**config.mk**
```make
export PLATFORM = sky130hd
export DESIGN_NAME = data_path_flat
export DESIGN_NICKNAME = d
export VERILOG_FILES = /design/src/rtl/data_path_pkg.sv /design/src/rtl/data_path_if.sv /design/src/rtl/data_path_function_unit.sv /design/src/rtl/data_path.sv /design/src/flat_wrapper.sv
export SDC_FILE = /design/constraint.sdc
export NUM_CORES = 2
export LEC_CHECK = 0
export ABC_AREA = 1
export CAP_MARGIN = 5
export CORE_AREA = 2 2 382 270
export DETAILED_ROUTE_END_ITERATION = 6
export DIE_AREA = 0 0 384 272
export PLACE_DENSITY_LB_ADDON = 0.08
export SLEW_MARGIN = 0
export SYNTH_ARGS = -nofsm -noshare
export SYNTH_HDL_FRONTEND = slang
export SYNTH_SLANG_ARGS = --single-unit
```
**constraint.sdc**
```tcl
create_clock -name clk_main -period 16.5 [get_ports clk_main]
set_input_delay 2.475 -clock clk_main [delete_from_list [all_inputs] [get_ports clk_main]]
set_output_delay 2.475 -clock clk_main [all_outputs]
set_load 0.02 [all_outputs]
```
**src/rtl/data_path_pkg.sv**
```systemverilog
// Shared constants for the data path and its control logic: word/address widths,
// function-select opcodes and the power-up memory image.
package data_path_pkg;

   localparam int WORD_W    = 16;
   localparam int ADDR_W    = 6;
   localparam int NUM_REGS  = 16;
   localparam int MEM_DEPTH = 64;

   typedef logic [WORD_W-1:0] word_t;
   typedef word_t mem_image_t [MEM_DEPTH];

   typedef enum logic [3:0] {
      FS_PASS_A   = 4'b0000,
      FS_INC      = 4'b0001,
      FS_ADD      = 4'b0010,
      FS_ADD_INC  = 4'b0011,
      FS_ADD_NOTB = 4'b0100,
      FS_SUB      = 4'b0101,
      FS_DEC      = 4'b0110,
      FS_PASS_A2  = 4'b0111,
      FS_AND      = 4'b1000,
      FS_OR       = 4'b1001,
      FS_XOR      = 4'b1010,
      FS_NOT_A    = 4'b1011,
      FS_PASS_B   = 4'b1100,
      FS_SHR      = 4'b1101,
      FS_SHL      = 4'b1110,
      FS_ZERO     = 4'b1111
   } fs_e;

   // Word i of the power-up image is {2'b10, i, 8'h5A}, so every location is distinct.
   function automatic mem_image_t mem_image();
      mem_image_t img;
      for (int i = 0; i < MEM_DEPTH; i++) begin
         img[i] = {2'b10, ADDR_W'(i), 8'h5A};
      end
      return img;
   endfunction

endpackage

```
**src/rtl/data_path_if.sv**
```systemverilog
// Control-path <-> data-path signal bundle; the control path is the master.
interface data_path_if;
   import data_path_pkg::*;

   logic [3:0]        DR;
   logic [3:0]        SA;
   logic [3:0]        SB;
   logic [3:0]        FS;
   logic              MB;
   logic              MD;
   logic              MM;
   logic              MW;
   logic              RW;
   logic [ADDR_W-1:0] PC;
   word_t             InstructIn;
   logic [ADDR_W-1:0] BusA;
   logic              Z;

   modport master (
      output DR, SA, SB, FS, MB, MD, MM, MW, RW, PC,
      input  InstructIn, BusA, Z
   );

   modport slave (
      input  DR, SA, SB, FS, MB, MD, MM, MW, RW, PC,
      output InstructIn, BusA, Z
   );
endinterface

```
**src/rtl/data_path_function_unit.sv**
```systemverilog
// Combinational ALU/shifter of the data path; carries are discarded (modulo 2^16).
module function_unit
   import data_path_pkg::*;
(
   input  word_t      A,
   input  word_t      B,
   input  logic [3:0] FS,
   output word_t      F,
   output logic       Z
);

   word_t f_s;

   // Operation select
   always_comb begin
      f_s = 16'h0000;
      case (fs_e'(FS))
         FS_PASS_A:   f_s = A;
         FS_INC:      f_s = A + 16'h0001;
         FS_ADD:      f_s = A + B;
         FS_ADD_INC:  f_s = A + B + 16'h0001;
         FS_ADD_NOTB: f_s = A + ~B;
         FS_SUB:      f_s = A + ~B + 16'h0001;
         FS_DEC:      f_s = A - 16'h0001;
         FS_PASS_A2:  f_s = A;
         FS_AND:      f_s = A & B;
         FS_OR:       f_s = A | B;
         FS_XOR:      f_s = A ^ B;
         FS_NOT_A:    f_s = ~A;
         FS_PASS_B:   f_s = B;
         FS_SHR:      f_s = {1'b0, B[WORD_W-1:1]};
         FS_SHL:      f_s = {B[WORD_W-2:0], 1'b0};
         FS_ZERO:     f_s = 16'h0000;
         default:     f_s = 16'h0000;
      endcase
   end

   assign F = f_s;
   assign Z = (f_s == 16'h0000);

endmodule

```
**src/rtl/data_path.sv**
```systemverilog
// Register file, unified 64-word memory and function unit of the processor data path.
// Reads are combinational; register and memory writes commit on the clock edge.
module data_path
   import data_path_pkg::*;
(
   input  logic        clk_main,
   input  logic        reset,
   data_path_if.slave  dp
);

   word_t             regs_r [NUM_REGS];
   // Memory is never cleared; its contents survive reset.
   word_t             mem_r  [MEM_DEPTH] = mem_image();

   word_t             a_s;
   word_t             b_s;
   word_t             f_s;
   word_t             d_s;
   word_t             mem_rd_s;
   logic [ADDR_W-1:0] addr_s;
   logic              z_s;

   // Read ports, operand/address muxes and write-back select
   always_comb begin
      a_s = regs_r[dp.SA];
      if (dp.MB) begin
         b_s = {12'h000, dp.SB};
      end else begin
         b_s = regs_r[dp.SB];
      end
      if (dp.MM) begin
         addr_s = dp.PC;
      end else begin
         addr_s = a_s[ADDR_W-1:0];
      end
      mem_rd_s = mem_r[addr_s];
      if (dp.MD) begin
         d_s = mem_rd_s;
      end else begin
         d_s = f_s;
      end
   end

   function_unit u_function_unit (
      .A  (a_s),
      .B  (b_s),
      .FS (dp.FS),
      .F  (f_s),
      .Z  (z_s)
   );

   // Register and memory write-back; reset holds off both writes
   always_ff @(posedge clk_main or negedge reset) begin
      if (!reset) begin
         for (int i = 0; i < NUM_REGS; i++) begin
            regs_r[i] <= 16'h0000;
         end
      end else begin
         if (dp.RW) begin
            regs_r[dp.DR] <= d_s;
         end
         if (dp.MW && !dp.MM) begin
            mem_r[a_s[ADDR_W-1:0]] <= b_s;
         end
      end
   end

   assign dp.InstructIn = mem_rd_s;
   assign dp.BusA       = a_s[ADDR_W-1:0];
   assign dp.Z          = z_s;

endmodule
```
**src/flat_wrapper.sv**
```systemverilog
// flat-port wrapper written by rule: the top's interface ports become plain ports
module data_path_flat import data_path_pkg::*;
  (clk_main, reset, dp_DR, dp_SA, dp_SB, dp_FS, dp_MB, dp_MD, dp_MM, dp_MW, dp_RW, dp_PC, dp_InstructIn, dp_BusA, dp_Z);
  data_path_if dp_i ();
  input  logic clk_main;
  input  logic reset;
  input wire logic [$bits(dp_i.DR)-1:0] dp_DR;
  input wire logic [$bits(dp_i.SA)-1:0] dp_SA;
  input wire logic [$bits(dp_i.SB)-1:0] dp_SB;
  input wire logic [$bits(dp_i.FS)-1:0] dp_FS;
  input wire logic [$bits(dp_i.MB)-1:0] dp_MB;
  input wire logic [$bits(dp_i.MD)-1:0] dp_MD;
  input wire logic [$bits(dp_i.MM)-1:0] dp_MM;
  input wire logic [$bits(dp_i.MW)-1:0] dp_MW;
  input wire logic [$bits(dp_i.RW)-1:0] dp_RW;
  input wire logic [$bits(dp_i.PC)-1:0] dp_PC;
  output wire logic [$bits(dp_i.InstructIn)-1:0] dp_InstructIn;
  output wire logic [$bits(dp_i.BusA)-1:0] dp_BusA;
  output wire logic [$bits(dp_i.Z)-1:0] dp_Z;
  assign dp_i.DR = dp_DR;
  assign dp_i.SA = dp_SA;
  assign dp_i.SB = dp_SB;
  assign dp_i.FS = dp_FS;
  assign dp_i.MB = dp_MB;
  assign dp_i.MD = dp_MD;
  assign dp_i.MM = dp_MM;
  assign dp_i.MW = dp_MW;
  assign dp_i.RW = dp_RW;
  assign dp_i.PC = dp_PC;
  assign dp_InstructIn = dp_i.InstructIn;
  assign dp_BusA = dp_i.BusA;
  assign dp_Z = dp_i.Z;
  data_path u_core (.clk_main(clk_main), .reset(reset), .dp(dp_i));
endmodule
```
# == After elaboration in Yosys (flattened, before gate mapping) ==
# Memory sizes are Yosys's and may differ from the RTL's.
# Index checks and enable logic that the tools add are counted.
# Widths: inputs -> output; s select.
# word_totals
reg_bits,256
ram_bits,1024
output_inout_bits,23
elab_cells,72
memories,1
# classes
n_addsub,6
n_lt_le_gt_ge,4
eq_ne,15
muxes,15
bitwise,8
n_reduce_logical,7
# memory_table
name,words,word_bits,rd,rd_ports_with_merged_regs,wr,line_no,source
u_core.mem_r,64,16,1,0,1,data_path.sv:13,word_t mem_r [MEM_DEPTH] = mem_image();
# op_table
operator,n
$bwmux 256,1
$pmux 16 s15,1
$bmux 16 s4,2
$mux 16,7
$demux 16 s4,1
$add 16x1->16 const B,3
$add 16x16->16,2
$eq 4x4->1 const B,8
$not 16->16,2
$and 16x16->16,1
$eq 4x3->1 const B,4
$logic_not 16->1,1
$or 16x16->16,1
$sub 16x1->16 const B,1
$xor 16x16->16,1
$ge 5x5->1 const B,3
$not 4->5,3
$eq 4x2->1 const B,2
$mux 6,1
$lt 5x1->1 const B,1
$eq 4x1->1 const B,1
$logic_not 4->1,1
$logic_and 1x1->1,3
$mux 1,2
2 further kinds,2

# == Depth between registers and ports, before layout ==
# depth
word_depth,11
ltp_mapped,34
depth_no_buf,31

# == By module ==
# Synthesis repeated with hierarchy kept, for this count alone.
# hier_totals
hier_cells,7341
hier_area_um2,65300.1
# modules_own_cells
module,instances,cells_per_inst,area_each_um2,seq_area_each_um2
data_path,1,6386,60380.4,37155.6
function_unit,1,955,4919.7,0.0

# == Worst setup path after synthesis ==
# No wires, ideal clock.
# synth_path
path_type,input-to-output
startpoint,input dp_SB[0]
endpoint,output dp_Z
arrival_time_ns,7.667
path_slack_ns,6.358
stages,25
path_cell_list,buf_2 > inv_2 > clkbuf_1 > a21oi_1 > o21ai_0 > nand3_1 > nand3_1 > o22ai_1 > inv_1 > ha_1 > clkbuf_1 > inv_1 > nor3_1 > nand3_1 > nand3_1 > nand3_1 > nand2_1 > nand2_1 > nor2_1 > nand4_1 > nand3_1 > nand3_1 > nor2_1 > nand2_1 > nor2_1
# synth_between
elab_chain_len,10
elab_cells_between_ends,15
# synth_rtl
item,line_no,source
"start, declared",flat_wrapper.sv:9,input wire logic [$bits(dp_i.SB)-1:0] dp_SB;
$not 4->5 (not written as such) (*),data_path.sv:29,b_s = regs_r[dp.SB];
$bmux 16 s4 (*),data_path.sv:29,
$mux 16 (not written as such) (*) (2 in a row),data_path.sv:29,
$mux 16 (*),data_path.sv:26,if (dp.MB) begin
named net u_core.b_s[12],data_path.sv:16,word_t b_s;
$not 16->16,"data_path_function_unit.sv:22, data_path_function_unit.sv:23",
$add 16x16->16,"data_path_function_unit.sv:22, data_path_function_unit.sv:23",
$add 16x1->16,data_path_function_unit.sv:23,FS_SUB: f_s = A + ~B + 16'h0001;
$pmux 16 s15 (*),data_path_function_unit.sv:17,case (fs_e'(FS))
$logic_not 16->1 (*),data_path_function_unit.sv:39,assign Z = (f_s == 16'h0000);
"end, declared",flat_wrapper.sv:19,output wire logic [$bits(dp_i.Z)-1:0] dp_Z;
# The timed path passes the listed nets; every way through them passes the cells marked *. The select of a mux whose other input is x is not followed.

# == Worst setup path in the final report ==
# Same ends and word-level chain as after synthesis.

==> flow_metrics.py <==
metrics = {
    "worst_hold_path": {
        "worstHoldStart": "u_core.regs_r[4]",
        "min_to": "u_core.regs_r[4]",
        "hold_class": "flip-flop to flip-flop",
        "hold_path_depth": 2,
    },
    "place": {
        "place_hpwl_mm": 126,
        "gp_congestion": 0.979,
        "numPortBuffers": 51,
        "place_ws_ns": 5.07,
        "post-place-cells": 8373,
    },
    "synth": {
        "synth_top_family_by_area": "simple AND/OR/NAND/NOR gates",
        "ys_ff_latch": 1280,
        "netlist_instances": 7250,
        "synthArstFlopShare": 0.200,
        "syn_nets": 7348,
        "ys_types": 50,
        "syn_area_per_cell_um2": 8.98,
        "synth_top_cell_by_area": "edfxtp_1",
        "ys_warn_count": 0,
        "synth_compound_area_frac": 0.0510,
        "syn_area_um2": 65100,
        "synth_fa_ha_area_frac": 0.0136,
        "synth_area_leaders": "edfxtp_1 (47%), nand3_1 (12%), nand2_1 (11%)",
        "synth_flop_cell": "edfxtp_1",
        "ys_seq_area_frac": 0.571,
        "synthSimpleGateAreaFrac": 0.270,
        "synth_top_area_share": 0.472,
        "synthXorXnorAreaFrac": 0.00175,
        "synth_edf_count": 1024,
        "synthMuxAreaShare": 0,
    },
    "worst_setup_path": {
        "required_ns": 14.03,
        "startpoint": "dp_SB[0]",
        "start_kind": "input pin",
        "timing.rr.start": "u_core.regs_r[109]",
        "arrival_ns": 9.26,
        "critPathMaxFanout": 73,
        "timing.rr.end": "u_core.regs_r[15]",
        "endpoint_kind": "primary output",
        "crit_type": "input pin to primary output",
        "reg2reg_slack_ns": 10.93,
        "worst-r2r-cell-count": 24,
    },
    "route": {
        "wl_per_cell_um": 25.0,
        "drt_first_pass_iters": 7,
        "wl_mm": 215,
        "num_vias": 53800,
        "first_iter_violations": 9648,
        "via_per_inst": 6.25,
        "drcViolationCount": 15,
        "ant_nets": 0,
    },
    "cells_and_area": {
        "layout-drive-gt1-share": 0.0627,
        "areaGrowthSynthToFinish_pct": 7.71,
        "fin_cells": 8597,
        "layout.nets": 7241,
    },
    "clock_network": {
        "numClockSinks": 1280,
        "clock_latency_ns": 0.76,
        "cts-root-buf": "clkbuf_16",
        "cts_buffer_depth": 3,
        "clkTransAtPathRegs_ns": 0.06,
        "cts_made_buffers": 118,
        "hold_buffers": 0,
        "post_cts_buffers": 0,
        "cts_tree": "built",
        "htreeDepth": 3,
        "cts-resized-gates": 0,
    },
    "sta": {
        "tightest_slew_ns": 1.30,
        "period_needed_ns": 11.74,
        "setup_viol": 0,
        "setup_tns_ns": 0,
        "rsz0062_at_grt": "no",
        "slew_headroom": 0.135,
        "fin_crit_sh": 0.711,
        "fin_worst_skew_ns": 0.0533,
        "slew_viol_final": 0,
        "hold_viol_final": 0,
        "worst_slack_ns": 4.76,
        "timing.fmax_mhz": 85.2,
    },
    "floorplanning": {
        "core_area_um2": 101000,
        "initial_utilization": 0.644,
        "dieArea_um2": 104000,
        "die_h_um": 272,
        "num_rows": 98,
        "die_w_um": 384,
        "pin_count": 52,
    },
    "global_routing": {
        "grt_pass1_wl_mm": 314,
        "grt_max_degree": 169,
        "grt_overflow": 0,
        "grt_pass1_vias": 49100,
        "antenna_found_initial": 6,
        "grt_use_total": 0.406,
    },
    "power_and_ir_drop": {
        "p_leak_nw": 30.4,
        "power.density_nw_per_um2": 118,
        "ir_worst_vdd_v": 0.000119,
    },
    "flow_run": {
        "cap_violations": 0,
    },
    "status": {
        "violations": "design-rule violations",
        "status": "finished with violations",
    },
}
-- final cells by class --
cell class / instances / area, µm²
antenna: 1 / 2.50
fill: 7854 / 31000
multi-input combinational: 4572 / 22100
timing repair buffer: 206 / 1750
tap: 1350 / 1690
inverter: 965 / 3630
sequential: 1280 / 37200
clock inverter: 77 / 687
clock buffer: 146 / 3130
-- cells in the final DEF (no fill, tap or decap), drive strengths merged, types with 15 or more instances in the layout --
cell / instances
clkinv: 66
o21ai: 247
nand4: 19
a21oi: 217
nand2: 1919
clkdlybuf4s50: 44
nand3b: 165
dfrtp: 256
nand3: 1552
o22ai: 15
clkbuf: 146
edfxtp: 1024
inv: 965
buf: 162
o211ai: 84
nor2: 218
ha: 66
-- worst max-delay path: stages --
cell and delay, ns:
buf_4 0.41, clkinv_2 0.89, buf_4 0.64, a21oi_1 0.19, o21ai_0 0.10, nand3_1 0.10, nand3_1 0.12, o22ai_4 0.13
buf_4 0.72, inv_1 0.17, ha_1 0.54, inv_1 0.22, o21bai_1 0.24, nand3_1 0.09, nand2_1 0.08, a21oi_1 0.05
nand3_1 0.10, nand3_1 0.10, nand2_1 0.19, nand2_1 0.07, nor2_1 0.13, nand4_1 0.11, nand3_1 0.14, nand3_1 0.10
nor2_1 0.14, nand2_1 0.07, nor2_1 0.15, clkdlybuf4s50_1 0.63
-- metrics by stage --
step	total power, mW	hold slack [ns]	util	cell area (µm²)
global route	8.54	0.504	0.693	70100
detailed placement	5.53	0.466	0.655	66300
global placement	5.50	0.463	0.655	66300
finish	8.29	0.484	0.693	70100
CTS	8.21	0.483	0.693	70100
floorplan	4.96	0.449	-	65100
-- per-layer routing --
metal | wire length (µm) | track usage
met4 | 8150 | 0.143
met5 | 23 | 0
met3 | 36300 | 0.150
met2 | 85700 | 0.542
met1 | 84800 | 0.608
-- Yosys cell counts, types with 51 or more instances --
cell and count:
a21oi_1 217, buf_2 212, buf_4 51, clkbuf_1 115
dfrtp_1 256, edfxtp_1 1024, ha_1 66, inv_1 952
nand2_1 1906, nand3_1 1518, nand3b_1 165, nor2_1 210
o211ai_1 84, o21ai_0 215
-- power by group --
group,internal (mW),switching (mW),leakage (nW)
registers,3.71,0.125,12.6
logic,0.442,1.27,15.9
clock network,1.48,1.25,1.88
-- kinds of logic after synthesis --
family	Yosys count
buf+inv	1398
compound gates	595
fa+ha+maj	69
simple gates	3895
xor+xnor	13
flops	1280
-- worst max-delay path by stage --
stage          cells after the start  slack (ns)  endpoint
6_report                          28        4.76      dp_Z
5_1_grt                           27        4.34      dp_Z
3_5_place_dp                      26        5.07      dp_Z
2_1_floorplan                     25        6.36      dp_Z
4_1_cts                           26        5.06      dp_Z
3_3_place_gp                      27        5.17      dp_Z
-- registers in the layout, indices dropped and copies added (netlist names) --
register and cells:
u_core.mem_r 1024, u_core.regs_r 256
(Power assumes the default switching activity.)
